### src/rtl/mem_if_pkg.sv
// Shared types for the cache-to-memory line master: line operations and FSM states.
package mem_if_pkg;
   localparam int DATA_W = 32;

   typedef enum logic [1:0] {
      OP_NONE    = 2'b00,
      OP_FILL    = 2'b01,
      OP_WB      = 2'b10,
      OP_WB_FILL = 2'b11
   } mem_op_e;

   typedef enum logic [1:0] {
      IDLE      = 2'b00,
      WB        = 2'b01,
      FILL      = 2'b10,
      FILL_TAIL = 2'b11
   } mls_state_e;
endpackage

### src/rtl/mem_line_master.sv
// Turns one line-level fill / write-back / write-back-then-fill request into per-word
// accesses on a single-port synchronous word memory with 1-cycle read latency.
module mem_line_master
   import mem_if_pkg::*;
#(
   parameter int ADDR_LEN      = 11,
   parameter int LINE_ADDR_LEN = 3
) (
   input  logic                          clk,
   input  logic                          rst_n,
   input  logic                          req_valid,
   input  logic [1:0]                    req_op,
   input  logic [ADDR_LEN-LINE_ADDR_LEN-1:0] req_wb_line,
   input  logic [ADDR_LEN-LINE_ADDR_LEN-1:0] req_fill_line,
   output logic                          req_ready,
   output logic [LINE_ADDR_LEN-1:0]      wb_word_idx,
   input  logic [DATA_W-1:0]             wb_word_data,
   output logic                          rd_word_valid,
   output logic [LINE_ADDR_LEN-1:0]      rd_word_idx,
   output logic [DATA_W-1:0]             rd_word_data,
   output logic                          done,
   output logic [ADDR_LEN-1:0]           mem_addr,
   output logic                          mem_wr_req,
   output logic [DATA_W-1:0]             mem_wr_data,
   input  logic [DATA_W-1:0]             mem_rd_data
);
   localparam int LINE_W = ADDR_LEN - LINE_ADDR_LEN;
   localparam logic [LINE_ADDR_LEN-1:0] CNT_LAST = {LINE_ADDR_LEN{1'b1}};
   localparam logic [LINE_ADDR_LEN-1:0] CNT_ONE  = LINE_ADDR_LEN'(1);

   mls_state_e               state_q;
   mem_op_e                  op_q;
   logic [LINE_ADDR_LEN-1:0] cnt_q;
   logic [LINE_W-1:0]        wb_line_q;
   logic [LINE_W-1:0]        fill_line_q;

   // Line FSM: counter wraps to 0 at the end of each phase, so WB hands straight over to FILL.
   always_ff @(posedge clk or negedge rst_n) begin
      if (!rst_n) begin
         state_q     <= IDLE;
         op_q        <= OP_NONE;
         cnt_q       <= '0;
         wb_line_q   <= '0;
         fill_line_q <= '0;
      end else begin
         case (state_q)
            IDLE: begin
               if (req_valid && (req_op != 2'b00)) begin
                  op_q        <= mem_op_e'(req_op);
                  wb_line_q   <= req_wb_line;
                  fill_line_q <= req_fill_line;
                  cnt_q       <= '0;
                  state_q     <= (mem_op_e'(req_op) == OP_FILL) ? FILL : WB;
               end else begin
                  state_q <= IDLE;
               end
            end
            WB: begin
               cnt_q <= cnt_q + CNT_ONE;
               if (cnt_q == CNT_LAST) begin
                  state_q <= (op_q == OP_WB_FILL) ? FILL : IDLE;
               end else begin
                  state_q <= WB;
               end
            end
            FILL: begin
               cnt_q <= cnt_q + CNT_ONE;
               if (cnt_q == CNT_LAST) begin
                  state_q <= FILL_TAIL;
               end else begin
                  state_q <= FILL;
               end
            end
            FILL_TAIL: begin
               cnt_q   <= '0;
               state_q <= IDLE;
            end
            default: begin
               cnt_q   <= '0;
               state_q <= IDLE;
            end
         endcase
      end
   end

   // Output decode straight from state/counter; fill data is the memory's registered read port.
   always_comb begin
      req_ready     = 1'b0;
      wb_word_idx   = '0;
      rd_word_valid = 1'b0;
      rd_word_idx   = '0;
      rd_word_data  = mem_rd_data;
      done          = 1'b0;
      mem_addr      = '0;
      mem_wr_req    = 1'b0;
      mem_wr_data   = '0;
      case (state_q)
         IDLE: begin
            req_ready = 1'b1;
         end
         WB: begin
            mem_addr    = {wb_line_q, cnt_q};
            mem_wr_req  = 1'b1;
            wb_word_idx = cnt_q;
            mem_wr_data = wb_word_data;
            done        = (cnt_q == CNT_LAST) && (op_q == OP_WB);
         end
         FILL: begin
            mem_addr      = {fill_line_q, cnt_q};
            rd_word_valid = (cnt_q != '0);
            rd_word_idx   = cnt_q - CNT_ONE;
         end
         FILL_TAIL: begin
            mem_addr      = {fill_line_q, CNT_LAST};
            rd_word_valid = 1'b1;
            rd_word_idx   = CNT_LAST;
            done          = 1'b1;
         end
         default: begin
            req_ready = 1'b0;
         end
      endcase
   end
endmodule

### config.mk
export PLATFORM = sky130hd
export DESIGN_NAME = mem_line_master
export DESIGN_NICKNAME = d
export VERILOG_FILES = /design/src/rtl/mem_if_pkg.sv /design/src/rtl/mem_line_master.sv
export SDC_FILE = /design/constraint.sdc
export NUM_CORES = 1
export LEC_CHECK = 0
export ABC_AREA = 1
export BUFFER_PORTS_ARGS = -buffer_cell sky130_fd_sc_hd__buf_4
export CORE_AREA = 3 3 73 75
export DETAILED_ROUTE_END_ITERATION = 8
export DIE_AREA = 0 0 76 78
export PLACE_DENSITY = 0.85
export SLEW_MARGIN = 30
export SYNTH_ARGS = -nofsm -noshare
export SYNTH_HDL_FRONTEND = slang
export SYNTH_SLANG_ARGS = --single-unit
export TNS_END_PERCENT = 50
### constraint.sdc
create_clock -name clk -period 2.98 [get_ports clk]
set_clock_uncertainty 0.1 [all_clocks]
set_input_delay 0.298 -clock clk [delete_from_list [all_inputs] [get_ports clk]]
set_output_delay 0.298 -clock clk [all_outputs]
set_load 0.02 [all_outputs]
==> impl_metrics.json, run 1 <==
{
  "gp_congestion": 0.835,
  "post_cts_resized": 0,
  "rsz0062_at_grt": "false",
  "syn-cell-area_sq_um": 1960,
  "cts_buffer_depth": 2,
  "antennaDiodeCount": 0,
  "p_leak_nw": 1.78,
  "htreeDepth": 1,
  "pre_cts_ws_ns": 0.859,
  "synth_top_area_share_pct": 29.3,
  "r2r_setup_slack_ns": 1.28,
  "status": "finished clean",
  "hold_viol": 0,
  "synthCells": 300,
  "drt_pass1_iterations": 4,
  "grt_pass1_vias": 1947,
  "synthTopCellsByArea": "dfrtp_1, nand2_1, buf_4",
  "placed_area_sq_um": 2540,
  "synth-seq-cells": 23,
  "hold_ws_ns": 0.180,
  "ctsHoldBuffers": 1,
  "mostFrequentLayoutCell": "nand2_1",
  "die_w_microns": 76,
  "grt_max_degree": 25,
  "numCtsBuffers": 3,
  "startpoint_type": "flip-flop",
  "core_sq_um": 4720,
  "layout_common_cells": "nand2_1, buf_4, inv_1",
  "die_h_microns": 78,
  "synthToLayoutAreaGrowth_pct": 32.4,
  "cp-end-kind": "primary output",
  "path_class": "flip-flop to primary output",
  "tritoncts": "yes",
  "clock-sinks": 23,
  "drt-initial-drc-count": 78,
  "maxCapViolations": 0,
  "period_share_pct": 80.5,
  "grt_first_pass_wirelength_microns": 9350,
  "final_area_sq_um": 2600,
  "io-pin-count": 170,
  "dp_hpwl_microns": 4740,
  "slew_headroom_pct": 53.2,
  "yosysSeqAreaShare_pct": 29.3,
  "drc": 0,
  "io_buffers": 105,
  "crit_fanout": 21,
  "power_density_nw_per_um2": 458,
  "clk_latency_ns": 0.26,
  "rows": 25,
  "setup_viol": 0,
  "viasPerCell": 4.68,
  "wirelength_microns": 5770,
  "yosysUniqueCellTypes": 18,
  "worst_pin_slew_ns": 0.702,
  "max_freq_mhz": 417,
  "antenna_found_initial": 0,
  "layout.nets": 464,
  "vias": 2034,
  "grt_usage_pct": 19.2,
  "yosys.area.top_type": "dfrtp_1",
  "finalSetupTns_ns": 0,
  "dp_cells": 430,
  "required_ns": 2.58,
  "synth_warnings": 0,
  "postCtsSetupRepairBufs": 0,
  "path_clk_slew_ns": 0.08,
  "min_period_ns": 2.40,
  "cts_root_buf": "clkbuf_8",
  "holdCritPathClass": "input port to flip-flop",
  "syn_avg_cell_area_sq_um": 6.55,
  "fin_cells": 435,
  "grt_remaining_overflow": 0,
  "worstPathArrival_ns": 2.00,
  "ant_nets": 0,
  "drt-wirelength-per-cell_microns": 13.3,
  "drive_above_1_share_pct": 31.5,
  "start_util_pct": 41.6,
  "syn_nets": 395,
  "die_area_sq_um": 5930,
  "ir_drop_mv": 0.269,
  "worst_slack_ns": 0.580,
  "finalMaxSlewViolations": 0
}
## power by group
group | leakage [nW] | switching [W] | internal, W
Clock | 0.0255 | 0.000100 | 0.0000934
Combinational | 1.47 | 0.000325 | 0.000227
Sequential | 0.289 | 0.0000592 | 0.000386
Total | 1.78 | 0.000485 | 0.000707
## worst paths after layout
path,startpoint,to,cells past startpoint
min in group asynchronous,rst_n,fill_line_q[6],2
max in group asynchronous,rst_n,fill_line_q[4],2
worst min-delay path,req_wb_line[5],wb_line_q[5],3
worst max-delay path,state_q[1],mem_addr[2],5
worst min register to register,fill_line_q[4],fill_line_q[4],2
worst max register to register,state_q[1],state_q[1],6
## through the flow
step / power, W / utilization (%)
2_1_floorplan: 0.000839 / -
3_3_place_gp: 0.000985 / 53.9
3_5_place_dp: 0.00101 / 53.9
4_1_cts: 0.00120 / 55.1
5_1_grt: 0.00128 / 55.1
6_report: 0.00119 / 55.1
## synth_stat cells
cell type    n
a21oi_1      2
a31oi_1      1
buf_2       11
buf_4       33
buf_6        1
dfrtp_1     23
ha_1        10
inv_1       57
inv_2        2
nand2_1    115
nand2_8      1
nand3_1      7
nand3_4      1
nand4_1     19
nor2_1       2
o211ai_1     1
o21ai_0     13
xnor2_1      1
## kinds of logic after synthesis
kind of cell               count (synthesis)  share of synthesized area [%]
AOI/OAI and AO/OA                         17                           4.52
adders and majority gates                 10                           6.37
xor gates and xnor gates                   1                          0.446
DFF                                       23                           29.3
buffers and inverters                    104                           27.3
and+or+nand+nor                          145                           32.1
## cell type report
type                            instances  area, sq um
Sequential cell                        23          576
Fill cell                             451         2120
Timing Repair Buffer                  109          821
Tap cell                               67         83.8
Multi-Input combinational cell        173          853
Clock inverter                          1         5.00
Inverter                               59          221
Clock buffer                            3         41.3
## metal layers
metal | global-route usage (%) | up-vias | wire (microns)
li1 | - | 1007 | -
met4 | 3.80 | 0 | 48
met1 | 22.4 | 915 | 2210
met5 | 0 | - | 0
met2 | 35.6 | 103 | 3090
met3 | 4.64 | 9 | 421
## sequential cells by signal (all words and copies together) (netlist names)
register	flops
fill_line_q	8
wb_line_q	8
cnt_q	3
op_q	2
state_q	2
## critical path, cell delays in order (launching register included)
cell	delay, ns
dfrtp_1	0.42
inv_1	0.11
ha_1	0.62
nand2_1	0.17
a31oi_1	0.25
buf_4	0.17
No activity file was read; power rests on OpenSTA's default activity.
==> run 2: changes to the inputs <==
- CORE_AREA: 3 3 73 75 -> 3 3 75 77
- DIE_AREA: 0 0 76 78 -> 0 0 78 80
- PLACE_DENSITY: 0.85 -> 0.81
- clock period: 2.98 -> 2.25 ns (I/O delays scaled with it)
==> run 2 against run 1 <==
  * First-iteration DRC count shrank 13%
  * Critical path type unchanged
  * Clock power increased by 33%
  * Hold slack worse by 0.075 ns
  * Critical endpoint is now mem_addr[1]
==> impl_metrics.json, run 2 (synthesis gave the netlist of run 1 again) <==
{
  "vias": 2048,
  "io-pin-count": 170,
  "antenna_found_initial": 0,
  "clock-sinks": 23,
  "dp_cells": 434,
  "grt_pass1_vias": 1876,
  "drive_above_1_share_pct": 32.0,
  "crit_start": "state_q[1]",
  "hold_viol": 0,
  "viasPerCell": 4.67,
  "wl_met3_microns": 413,
  "rr_worst_depth": 5,
  "path_class": "flip-flop to primary output",
  "cts_buffer_depth": 2,
  "p_leak_nw": 1.78,
  "cp-end-kind": "primary output",
  "die_area_sq_um": 6240,
  "fin_cells": 439,
  "layout.nets": 465,
  "path_clk_slew_ns": 0.08,
  "top_regs": "fill_line_q: 8 flops, wb_line_q: 8 flops, cnt_q: 3 flops",
  "die_w_microns": 78,
  "wl_met1_microns": 2410,
  "setup_viol": 0,
  "grt_max_degree": 24,
  "ant_nets": 0,
  "startpoint_type": "flip-flop",
  "layout_common_cells": "nand2_1, buf_4, inv_1",
  "worstPathCellList": "inv_1 -> ha_2 -> buf_4 -> nand2_1 -> nand3_1 -> nand2_1 -> inv_1 -> buf_4",
  "r2r_setup_slack_ns": 0.62,
  "holdCritPathClass": "input port to flip-flop",
  "rows": 26,
  "drt_pass1_iterations": 4,
  "tritoncts": "yes",
  "ir_drop_mv": 0.330,
  "slew_headroom_pct": 75.1,
  "finalMaxSlewViolations": 0,
  "numCtsBuffers": 3,
  "synthToLayoutAreaGrowth_pct": 33.4,
  "maxCapViolations": 0,
  "required_ns": 1.92,
  "met2_length_microns": 2960,
  "rsz0062_at_grt": "false",
  "period_share_pct": 92.2,
  "mostFrequentLayoutCell": "nand2_1",
  "antennaDiodeCount": 0,
  "clk_latency_ns": 0.27,
  "drt-wirelength-per-cell_microns": 13.6,
  "path_depth": 8,
  "crit_path_end": "mem_addr[1]",
  "drt-initial-drc-count": 68,
  "grt_first_pass_wirelength_microns": 9200,
  "core_sq_um": 5070,
  "grt_usage_pct": 18.5,
  "worstPathArrival_ns": 1.75,
  "htreeDepth": 1,
  "crit_slowest_cell": "dfrtp_1",
  "finalSetupTns_ns": 0,
  "crit_fanout": 21,
  "drc": 0,
  "wirelength_microns": 5980,
  "cp_slowest_stage_delay_ns": 0.42,
  "cts_root_buf": "clkbuf_8",
  "grt_remaining_overflow": 0,
  "io_buffers": 105,
  "power_density_nw_per_um2": 609,
  "start_util_pct": 38.7,
  "reg2reg_to": "wb_line_q[3]",
  "dp_hpwl_microns": 4880,
  "path_delay_family": "buffers and inverters",
  "status": "finished clean",
  "min_period_ns": 2.07,
  "worst_pin_slew_ns": 0.374,
  "die_h_microns": 80,
  "worst-path-buf-inv": 4,
  "max_freq_mhz": 482,
  "timing.rr.start": "state_q[0]",
  "gp_congestion": 0.820,
  "routed.top_layer": "met4"
}
[run 2: cell count changes in the layout (fill, tap and decap cells not counted), sizes merged]
| cell | before | now |
|---|---|---|
| clkbuf | 3 | 4 |
| buf | 108 | 109 |
| clkinv | 1 | 0 |
[run 2: per-layer routing]
layer | track usage (%) | up-vias
met1 | 22.3 | 920
met5 | 0 | -
met4 | 6.64 | 0
li1 | - | 1010
met3 | 3.72 | 21
met2 | 32.8 | 97
[run 2: what timing repair did]
item	4_1_cts	5_1_grt
setup buffers	0	0
endpoints found under the hold margin	23	0
gates resized for setup	0	3
hold buffers	1	0
endpoints found under the setup margin	0	10
[run 2: how the worst min path moves through the flow]
stage / from / endpoint / slack (ns) / depth (start not counted)
2_1_floorplan: rst_n / cnt_q[0] / -0.17 / 0
3_3_place_gp: rst_n / fill_line_q[0] / 0.03 / 1
3_5_place_dp: rst_n / wb_line_q[3] / 0.04 / 1
4_1_cts: req_wb_line[6] / wb_line_q[6] / 0.11 / 3
5_1_grt: req_wb_line[6] / wb_line_q[6] / 0.12 / 3
6_report: req_wb_line[6] / wb_line_q[6] / 0.11 / 3
[run 2: power by group]
group | internal (W) | switching (W) | leakage (nW)
combinational | 0.000309 | 0.000438 | 1.47
clock | 0.000127 | 0.000132 | 0.0228
sequential | 0.000512 | 0.0000790 | 0.289
total | 0.000947 | 0.000648 | 1.78
[run 2: through the flow]
step / utilization, % / power, W / hold WS (ns) / area, sq um / worst slack [ns]
after CTS: 51.5 / 0.00160 / 0.106 / 2610 / 0.119
final: 51.6 / 0.00160 / 0.106 / 2620 / 0.176
after global routing: 51.6 / 0.00172 / 0.117 / 2620 / 0.0515
after floorplan: - / 0.00111 / -0.171 / 1960 / 0.435
after detailed placement: 50.4 / 0.00134 / 0.0356 / 2560 / 0.417
after global placement: 50.4 / 0.00132 / 0.0326 / 2560 / 0.487
[run 2: final cells by class]
class                           instances  area (sq um)
Clock buffer                            4          45.0
Fill cell                             511          2450
Inverter                               59           221
Multi-Input combinational cell        173           858
Sequential cell                        23           576
Tap cell                               70          87.6
Timing Repair Buffer                  110           832
[run 2: worst reg2reg max path: stages, from the launching register on]
cell and delay [ns]:
dfrtp_1 0.43, inv_1 0.13, ha_1 0.40, nand3_4 0.27
nand2_1 0.13, nand2_1 0.06
